## src/rtl/zvc_issue_ctrl_pkg.sv

```systemverilog
// Shared definitions for the zero-value-compressor issue controller:
// FSM state encodings and the fixed compressor pipeline latency.
package zvc_issue_ctrl_pkg;

   typedef enum logic [1:0] {
      ST_IDLE  = 2'd0,
      ST_RUN   = 2'd1,
      ST_DRAIN = 2'd2
   } state_e;

   localparam int ZVC_PIPE_LAT = 2;
   localparam int ZVC_LANES    = 128;

endpackage

```

## src/rtl/zvc_issue_ctrl_tag_fifo.sv

```systemverilog
// First-word-fall-through FIFO with wrap-bit pointers; used for the line tags
// and, at full line width, as the external compressed-data FIFO.
module zvc_tag_fifo #(
   parameter int WIDTH = 17,
   parameter int DEPTH = 4
) (
   input  logic                     clk,
   input  logic                     reset_n,
   input  logic                     wr_en,
   input  logic [WIDTH-1:0]         wr_data,
   input  logic                     rd_en,
   output logic [WIDTH-1:0]         rd_data,
   output logic                     empty,
   output logic                     full,
   output logic [$clog2(DEPTH):0]   count
);
   localparam int AW = $clog2(DEPTH);

   logic [AW:0]      wr_ptr_q, wr_ptr_d, rd_ptr_q, rd_ptr_d;
   logic [WIDTH-1:0] mem_q [DEPTH];
   logic             wr_fire, rd_fire;

   assign empty   = wr_ptr_q == rd_ptr_q;
   assign full    = (wr_ptr_q[AW] != rd_ptr_q[AW]) && (wr_ptr_q[AW-1:0] == rd_ptr_q[AW-1:0]);
   assign count   = wr_ptr_q - rd_ptr_q;
   assign wr_fire = wr_en && !full;
   assign rd_fire = rd_en && !empty;
   // Head is forced to zero when empty so the storage itself needs no reset.
   assign rd_data = empty ? '0 : mem_q[rd_ptr_q[AW-1:0]];

   always_comb begin
      wr_ptr_d = wr_ptr_q + {{AW{1'b0}}, wr_fire};
      rd_ptr_d = rd_ptr_q + {{AW{1'b0}}, rd_fire};
   end

   always_ff @(posedge clk or negedge reset_n) begin
      if (!reset_n) begin
         wr_ptr_q <= '0;
         rd_ptr_q <= '0;
      end else begin
         wr_ptr_q <= wr_ptr_d;
         rd_ptr_q <= rd_ptr_d;
      end
   end

   always_ff @(posedge clk) begin
      if (wr_fire) mem_q[wr_ptr_q[AW-1:0]] <= wr_data;
   end

   a_no_overflow:  assert property (@(posedge clk) disable iff (!reset_n) !(wr_en && full));
   a_no_underflow: assert property (@(posedge clk) disable iff (!reset_n) !(rd_en && empty));

endmodule

```

## src/rtl/zvc_issue_ctrl.sv

```systemverilog
// Issue controller for the 128-lane zero-value compressor: credit-bounded
// line issue, tag delay line matching the compressor latency, FWFT tag FIFO.
module zvc_issue_ctrl
   import zvc_issue_ctrl_pkg::*;
#(
   parameter int LINE_CNT_WIDTH = 16,
   parameter int FIFO_DEPTH     = 4
) (
   input  logic                      clk,
   input  logic                      reset_n,
   input  logic                      start,
   input  logic [LINE_CNT_WIDTH-1:0] num_lines,
   output logic                      busy,
   output logic                      done,
   input  logic                      in_valid,
   output logic                      in_ready,
   output logic                      issue,
   output logic                      comp_wr,
   output logic                      out_valid,
   input  logic                      out_ready,
   output logic                      rd_pop,
   output logic [LINE_CNT_WIDTH-1:0] out_idx,
   output logic                      out_last
);
   localparam int CW = $clog2(FIFO_DEPTH) + 1;
   localparam int AW = $clog2(FIFO_DEPTH);
   localparam int TW = LINE_CNT_WIDTH + 1;
   localparam logic [CW-1:0]             CREDIT_MAX = CW'(FIFO_DEPTH);
   localparam logic [AW:0]               ONE_ENTRY  = 1;
   localparam logic [LINE_CNT_WIDTH-1:0] ONE_LINE   = 1;

   state_e                          state_q, state_d;
   logic [LINE_CNT_WIDTH-1:0]       num_lines_q, num_lines_d;
   logic [LINE_CNT_WIDTH-1:0]       issue_idx_q, issue_idx_d;
   logic [CW-1:0]                   credits_q, credits_d;
   logic [ZVC_PIPE_LAT:1]           vld_pipe_q, vld_pipe_d;
   logic [ZVC_PIPE_LAT:1][TW-1:0]   tag_pipe_q, tag_pipe_d;
   logic                            done_q, done_d;
   logic                            last_issue, drain_clear;
   logic                            fifo_empty, fifo_full;
   logic [AW:0]                     fifo_cnt;
   logic [TW-1:0]                   head_tag;

   assign in_ready   = (state_q == ST_RUN) && (credits_q != '0);
   assign issue      = in_valid && in_ready;
   assign comp_wr    = vld_pipe_q[ZVC_PIPE_LAT];
   assign out_valid  = !fifo_empty;
   assign rd_pop     = out_valid && out_ready;
   assign {out_idx, out_last} = head_tag;
   assign busy       = state_q != ST_IDLE;
   assign done       = done_q;
   assign last_issue = issue_idx_q == (num_lines_q - ONE_LINE);

   // Tag/valid delay line tracks each line through the non-stallable compressor.
   always_comb begin
      vld_pipe_d    = vld_pipe_q;
      tag_pipe_d    = tag_pipe_q;
      vld_pipe_d[1] = issue;
      tag_pipe_d[1] = {issue_idx_q, last_issue};
      for (int i = 2; i <= ZVC_PIPE_LAT; i++) begin
         vld_pipe_d[i] = vld_pipe_q[i-1];
         tag_pipe_d[i] = tag_pipe_q[i-1];
      end
   end

   always_comb begin
      credits_d = credits_q;
      if (issue && !rd_pop)      credits_d = credits_q - CW'(1);
      else if (rd_pop && !issue) credits_d = credits_q + CW'(1);
   end

   // Evaluated on next-cycle values so done lands the cycle after the final pop.
   assign drain_clear = (vld_pipe_q == '0) && (credits_d == CREDIT_MAX) &&
                        (fifo_empty || (rd_pop && fifo_cnt == ONE_ENTRY));

   always_comb begin
      state_d     = state_q;
      num_lines_d = num_lines_q;
      issue_idx_d = issue_idx_q;
      done_d      = 1'b0;
      case (state_q)
         ST_IDLE: begin
            if (start) begin
               num_lines_d = num_lines;
               issue_idx_d = '0;
               // Nothing is in flight in IDLE, so an empty job drains instantly.
               if (num_lines == '0) done_d  = 1'b1;
               else                 state_d = ST_RUN;
            end
         end
         ST_RUN: begin
            if (issue) begin
               issue_idx_d = issue_idx_q + ONE_LINE;
               if (last_issue) state_d = ST_DRAIN;
            end
         end
         ST_DRAIN: begin
            if (drain_clear) begin
               state_d = ST_IDLE;
               done_d  = 1'b1;
            end
         end
         default: state_d = ST_IDLE;
      endcase
   end

   always_ff @(posedge clk or negedge reset_n) begin
      if (!reset_n) begin
         state_q     <= ST_IDLE;
         num_lines_q <= '0;
         issue_idx_q <= '0;
         credits_q   <= CREDIT_MAX;
         vld_pipe_q  <= '0;
         tag_pipe_q  <= '0;
         done_q      <= 1'b0;
      end else begin
         state_q     <= state_d;
         num_lines_q <= num_lines_d;
         issue_idx_q <= issue_idx_d;
         credits_q   <= credits_d;
         vld_pipe_q  <= vld_pipe_d;
         tag_pipe_q  <= tag_pipe_d;
         done_q      <= done_d;
      end
   end

   zvc_tag_fifo #(
      .WIDTH (TW),
      .DEPTH (FIFO_DEPTH)
   ) u_tag_fifo (
      .clk     (clk),
      .reset_n (reset_n),
      .wr_en   (comp_wr),
      .wr_data (tag_pipe_q[ZVC_PIPE_LAT]),
      .rd_en   (rd_pop),
      .rd_data (head_tag),
      .empty   (fifo_empty),
      .full    (fifo_full),
      .count   (fifo_cnt)
   );

   a_credit_max: assert property (@(posedge clk) disable iff (!reset_n)
                                  !(rd_pop && !issue && credits_q == CREDIT_MAX));
   a_credit_min: assert property (@(posedge clk) disable iff (!reset_n)
                                  !(issue && !rd_pop && credits_q == '0));
   a_tag_room:   assert property (@(posedge clk) disable iff (!reset_n)
                                  !(comp_wr && fifo_full && !rd_pop));

endmodule
```

## config.mk

```make
export PLATFORM = sky130hd
export DESIGN_NAME = zvc_issue_ctrl
export DESIGN_NICKNAME = d
export VERILOG_FILES = /design/src/rtl/zvc_issue_ctrl_pkg.sv /design/src/rtl/zvc_issue_ctrl_tag_fifo.sv /design/src/rtl/zvc_issue_ctrl.sv
export SDC_FILE = /design/constraint.sdc
export NUM_CORES = 1
export LEC_CHECK = 0
export CORE_MARGIN = 5
export CORE_UTILIZATION = 58
export CTS_CLUSTER_SIZE = 28
export DETAILED_ROUTE_END_ITERATION = 10
export PLACE_DENSITY_LB_ADDON = 0.2
export SETUP_SLACK_MARGIN = 0.1
export SYNTH_ARGS = -nofsm -noshare
export SYNTH_HDL_FRONTEND = slang
export SYNTH_SLANG_ARGS = --single-unit
```

## constraint.sdc

```tcl
create_clock -name clk -period 5 [get_ports clk]
set_clock_uncertainty 0.2 [all_clocks]
set_input_delay 1.5 -clock clk [delete_from_list [all_inputs] [get_ports clk]]
set_output_delay 1.5 -clock clk [all_outputs]
set_load 0.1 [all_outputs]
```

==> Word-level counts from Yosys, hierarchy flattened <==
Memory sizes are Yosys's and may differ from the RTL's.
Cells that the tools add are included.
{ "word_totals": {"reg_bits": 80, "latchBits": 0, "ram_bits": 68, "rom_bits": 0, "inputBits": 21, "mem_count": 1} }
{ "op_classes": {"add_sub_neg": 7, "multipliers": 0, "n_div": 0, "magnitude_cmp": 0, "n_eq_ne": 13, "shifts": 0, "n_mux": 18, "bitwise_logic": 0, "reduce_logical": 25} }
{ "memory_table": {"columns": ["name", "words", "width", "rd", "rd_clocked_by_memory_dff", "wr", "line_no", "rtl"], "rows": [
  ["u_tag_fifo.mem_q", 4, 17, 1, 0, 1, "zvc_issue_ctrl_tag_fifo.sv:20", "logic [WIDTH-1:0] mem_q [DEPTH];"]
]} }
{ "op_table": {"columns": ["op", "n"], "rows": [
  ["$mux 16", 2],
  ["$pmux 16 s2", 1],
  ["$mux 17", 1],
  ["$add 16x1->16 const B", 1],
  ["$eq 16x16->1", 1],
  ["$logic_not 16->1", 1],
  ["$sub 16x1->16 const B", 1],
  ["$logic_and 1x1->1", 11],
  ["$mux 2", 5],
  ["$ne 2x2->1 const B", 5],
  ["$add 3x1->3", 2],
  ["$mux 3", 2],
  ["$pmux 2 s3", 1],
  ["$mux 1", 5],
  ["$reduce_and 5->1", 1],
  ["$logic_not 1->1", 4],
  ["$logic_not 2->1", 2],
  ["$reduce_bool 2->1", 2],
  ["$add 3x1->3 const B", 1],
  ["$eq 3x1->1 const B", 1],
  ["$eq 3x3->1", 1],
  ["$eq 3x3->1 const B", 1],
  ["$reduce_and 3->1", 1],
  ["$reduce_bool 3->1", 1],
  ["9 further kinds", 9]
]} }

==> Logic depth before layout (Yosys ltp) <==
{ "logic_depth": {"word_depth": 12, "mapped_depth": 10} }

==> Modules after synthesis <==
A second synthesis with hierarchy kept.
{ "hier_totals": {"hier_cells": 422, "hier_area_um2": 6289.8} }
{ "by_module_without_submodules": {"columns": ["mod", "instances", "cells_per_inst", "area_per_inst_um2", "seq_area_each_um2"], "rows": [
  ["zvc_issue_ctrl", 1, 279, 3276.9, 1853.0],
  ["zvc_tag_fifo", 1, 143, 3012.9, 2192.1]
]} }

==> Worst setup path after synthesis <==
No wires, ideal clock.
{ "synth_timing": {"kind": "register -> output", "startpoint": "register u_tag_fifo.rd_ptr_q[1]", "endpoint": "output out_idx[10]", "arrival_ns": 3.155, "path_slack_ns": 0.145, "stages_incl_launch_ff": 9, "path_cell_list": "dfrtp_1 clkbuf_1 clkbuf_1 inv_1 ha_1 nand2_1 nor2_1 clkbuf_1 nor2b_1"} }
{ "synth_between": {"elab_chain_len": 2, "elab_cells_between_ends": 3} }
{ "synth_rtl": {"columns": ["item", "line_no", "rtl"], "rows": [
  ["start, declared", "zvc_issue_ctrl_tag_fifo.sv:19", "logic [AW:0] wr_ptr_q, wr_ptr_d, rd_ptr_q, rd_ptr_d;"],
  ["start signal, assigned", "zvc_issue_ctrl_tag_fifo.sv:42", "rd_ptr_q <= rd_ptr_d;"],
  ["$mem_v2 4x17 / $eq 3x3->1 (equally long branches)", null, null],
  ["$mux 17 (*)", "zvc_issue_ctrl_tag_fifo.sv:29", "assign rd_data = empty ? '0 : mem_q[rd_ptr_q[AW-1:0]];"],
  ["end, declared", "zvc_issue_ctrl.sv:22", "output logic [LINE_CNT_WIDTH-1:0] out_idx,"]
]} }
Mark *: on every way between the ends. The rest lies on a longest branch, timed or not.

==> Final worst setup path <==
{ "layout_timing": {"startpoint": "input in_valid", "endpoint": "output issue"} }
{ "layout_between": {"elab_chain_len": 1} }
{ "layout_rtl": {"columns": ["item", "line_no", "rtl"], "rows": [
  ["start, declared", "zvc_issue_ctrl.sv:15", "input logic in_valid,"],
  ["$logic_and 1x1->1", "zvc_issue_ctrl.sv:45", "assign issue = in_valid && in_ready;"],
  ["end, declared", "zvc_issue_ctrl.sv:17", "output logic issue,"]
]} }
No other way between the ends.

==> impl_summary.txt <==
----------------------------------------------------
[GRT]
  Global-route wire length before repair ... 19.64 mm
  Pin count of the biggest net entering global routing ... 81
  Number of global-route vias before repair ... 3882
  Overall fraction of global-route tracks in use ... approximately a fifth
  Remaining global-route overflow ... 0
  Initial antenna violation count ... 0

[Clocking]
  Clock latency reported for the late side of the worst-skew pair ... 0.52 ns
  Hold bufs inserted after CTS ... 0
  Count of H-tree levels built during CTS ... 4
  Clock buffer count from CTS ... 17
  TritonCTS clock tree ... yes
  CTS-repair resized insts ... 0
  Count of buffers added by post-CTS timing repair for setup ... 0
  Buffer type at the clock tree root ... sky130_fd_sc_hd__clkbuf_8
  Maximum number of buffers from clock root to sink ... 2
  Clock slew at the register clock pins of the worst setup and hold paths ... ~0.060 ns
  Sink count of the clock tree ... 148

[Synth]
  Ranking of synthesized cells by area ... sky130_fd_sc_hd__edfxtp_1 33%, sky130_fd_sc_hd__dfrtp_1 32%, sky130_fd_sc_hd__mux4_2 6.2%
  Seq cells post-synth ... 148
  Synth Net Count ... ~450
  Sequential cell area fraction in the yosys report ... 65.12%
  Share of async-settable or async-resettable flops after synthesis ... 54.05%
  Number of enable flip-flop cells after synthesis ... between 60 and 70
  Post-synthesis average cell area ... 14.86 um^2
  Biggest area consumer among synthesized cells ... sky130_fd_sc_hd__edfxtp_1
  Cell count after synthesis ... 418
  Cell variety after synth ... 56
  Warnings from Yosys ... 0
  Post-Synthesis Cell Area ... slightly above 0.006 mm^2
  Most used flip-flop cell after synthesis ... sky130_fd_sc_hd__dfrtp_1
  Top cell type's share of synthesized area ... 32.87%

[Cells and area]
  Most common cell after layout, fill and taps aside ... sky130_fd_sc_hd__dfrtp_1
  Commonest cells after routing, fill and taps aside ... 79 x sky130_fd_sc_hd__dfrtp_1, 68 x sky130_fd_sc_hd__edfxtp_1, 24 x sky130_fd_sc_hd__buf_4
  Design area ... 0.007378 mm^2
  Count of filler cells inserted in the layout ... 727
  Antenna diodes ... 0
  Relative area change from synthesis to final layout ... 18.77%
  Final layout net count ... 505
  Proportion of layout cells with a drive suffix above 1 ... 20.82%

[Timing]
  Worst-Margin Slew ... 1.036 ns
  Final count of negative-setup-slack endpoints ... 0
  Final setup TNS ... 0 ns
  Final period utilization ... between 80% and 90%
  Final Critical Period ... 4.461 ns
  Max-slew violation count ... 0
  RSZ-0062 raised after global routing ... false
  Highest clock rate ... 224.2 MHz
  Worst slew margin ... 29.15%
  Number of hold-slack violations in the final timing report ... 0

[Route]
  WL/cell ... 18.62 um
  Length of the first detailed-routing pass in iterations ... 4
  Vias per cell ... 5.715
  Count of antenna-violating nets left after detailed routing ... 0
  Routed WL ... between 10 and 15 mm
  Number of remaining DRC errors ... 0
  Violation count after the first detailed-route iteration ... 211
  Via count ... about 3500

[Setup path]
  Critical path class ... input port to output pin
  Worst Reg2Reg Path Length in Cells ... 8
  FF-to-FF setup slack ... 1.65 ns
  R2R Path Start ... u_tag_fifo.rd_ptr_q[0]
  Crit. End Element ... output pin
  Data arrival time at the worst-slack endpoint ... 2.76 ns
  Destination of the worst register-to-register timing path ... state_q[1]
  Critical-path maximum fanout ... 7
  Kind of launch point of the worst setup path ... input port
  Worst endpoint required time ... 3.30 ns

[Die]
  Area of the core ... 0.01037 mm^2
  Io pins ... 45
  Die height ... 113.5 um
  Initial core utilization ... 59.91%
  Row count ... 37
  Width of the die ... between 100 and 150 um
  Die ar. ... 0.01288 mm^2

[Placement]
  Buffers on Ports ... 44
  Sum of net half-perimeters after detailed placement ... 7.164 mm
  RD Place Congestion ... 0.8523
  Area of placed instances ... 0.006817 mm^2

[Min path]
  Worst hold path class ... flip-flop to flip-flop
  Worst Hold Launch ... tag_pipe_d[25]
  Hold-critical path depth ... 0
  Sink of the worst hold path ... tag_pipe_q[25]

[Flow run]
  Max-cap check violation count ... 0

[Run status]
  Status ... finished, final reports clean

----------------------------------------------------
## state kept, by name, summed over array words and instances, names as in the netlist
signal and cells:
u_tag_fifo.wr_ptr_q 3, u_tag_fifo.mem_q 68, u_tag_fifo.rd_ptr_q 3, issue_idx_q 16, vld_pipe_q 2, num_lines_q 16, state_q 2, tag_pipe_d 17
tag_pipe_q 17, credits_q 3, done 1
## logic make-up (layout without fill, tap and decap cells)
group | after synthesis | in the layout | synth area share (%)
AO/OA/AOI/OAI | 33 | 33 | 3.646
XOR/XNOR | 36 | 36 | 5.297
adder cells (fa/ha/maj) | 12 | 12 | 2.538
buffers and inverters | 29 | 96 | 1.994
flip-flops | 148 | 148 | 65.12
multiplexers | 36 | 36 | 9.527
AND/OR/NAND/NOR | 124 | 124 | 11.88
## metal layers
metal	global-route usage, %	share of wire [%]
met2	34.47	52
met3	4.668	3.7
met4	9.535	3.5
met5	0	0
met1	24.09	41
## synthesized netlist by cell type, drive strengths merged, types with 7 or more instances
master and instances:
mux4 17, nor2 15, xor2 20, nor4 12, dfrtp 79, nand4 7, nor2b 19, nor3 9
edfxtp 68, clkbuf 10, mux2 15, xnor2 15, inv 15, nand2 17, ha 11, o21ai 8
## stage by stage
step	worst slack [ns]	utilization [%]	hold slack [ns]	std cells
after floorplan	0.1449	-	0.1312	418
after CTS	0.5261	71.15	0.1450	621
final	0.5391	71.15	0.1428	621
after detailed placement	0.5276	65.73	0.1347	589
after global placement	0.5807	65.73	0.1321	589
after global routing	0.4470	71.15	0.1438	621
## worst max-delay path: stages
cell and delay, ns:
sky130_fd_sc_hd__clkdlybuf4s50_1 0.53, sky130_fd_sc_hd__nand3_1 0.22, sky130_fd_sc_hd__inv_1 0.29, sky130_fd_sc_hd__buf_12 0.21
## worst max-delay path by stage
stage / from / endpoint / cells past startpoint
6_report: in_valid / issue / 4
5_1_grt: in_valid / issue / 4
4_1_cts: in_valid / issue / 4
3_5_place_dp: in_valid / issue / 4
3_3_place_gp: in_valid / issue / 4
2_1_floorplan: u_tag_fifo.rd_ptr_q[1] / out_idx[10] / 8
## final cells by class
type,instances,area (um^2),area share [%]
sequential,148,4045,54.82
multi-input combinational,241,2095,28.39
clock buffer,22,464.2,6.291
timing repair buffer,49,450.4,6.105
tap,136,170.2,2.306
clock inverter,10,97.59,1.323
inverter,15,56.30,0.7631
Power is left out: the tool's default activity adds up to more than one toggle a clock period on the data nets, which glitch-free logic cannot reach.
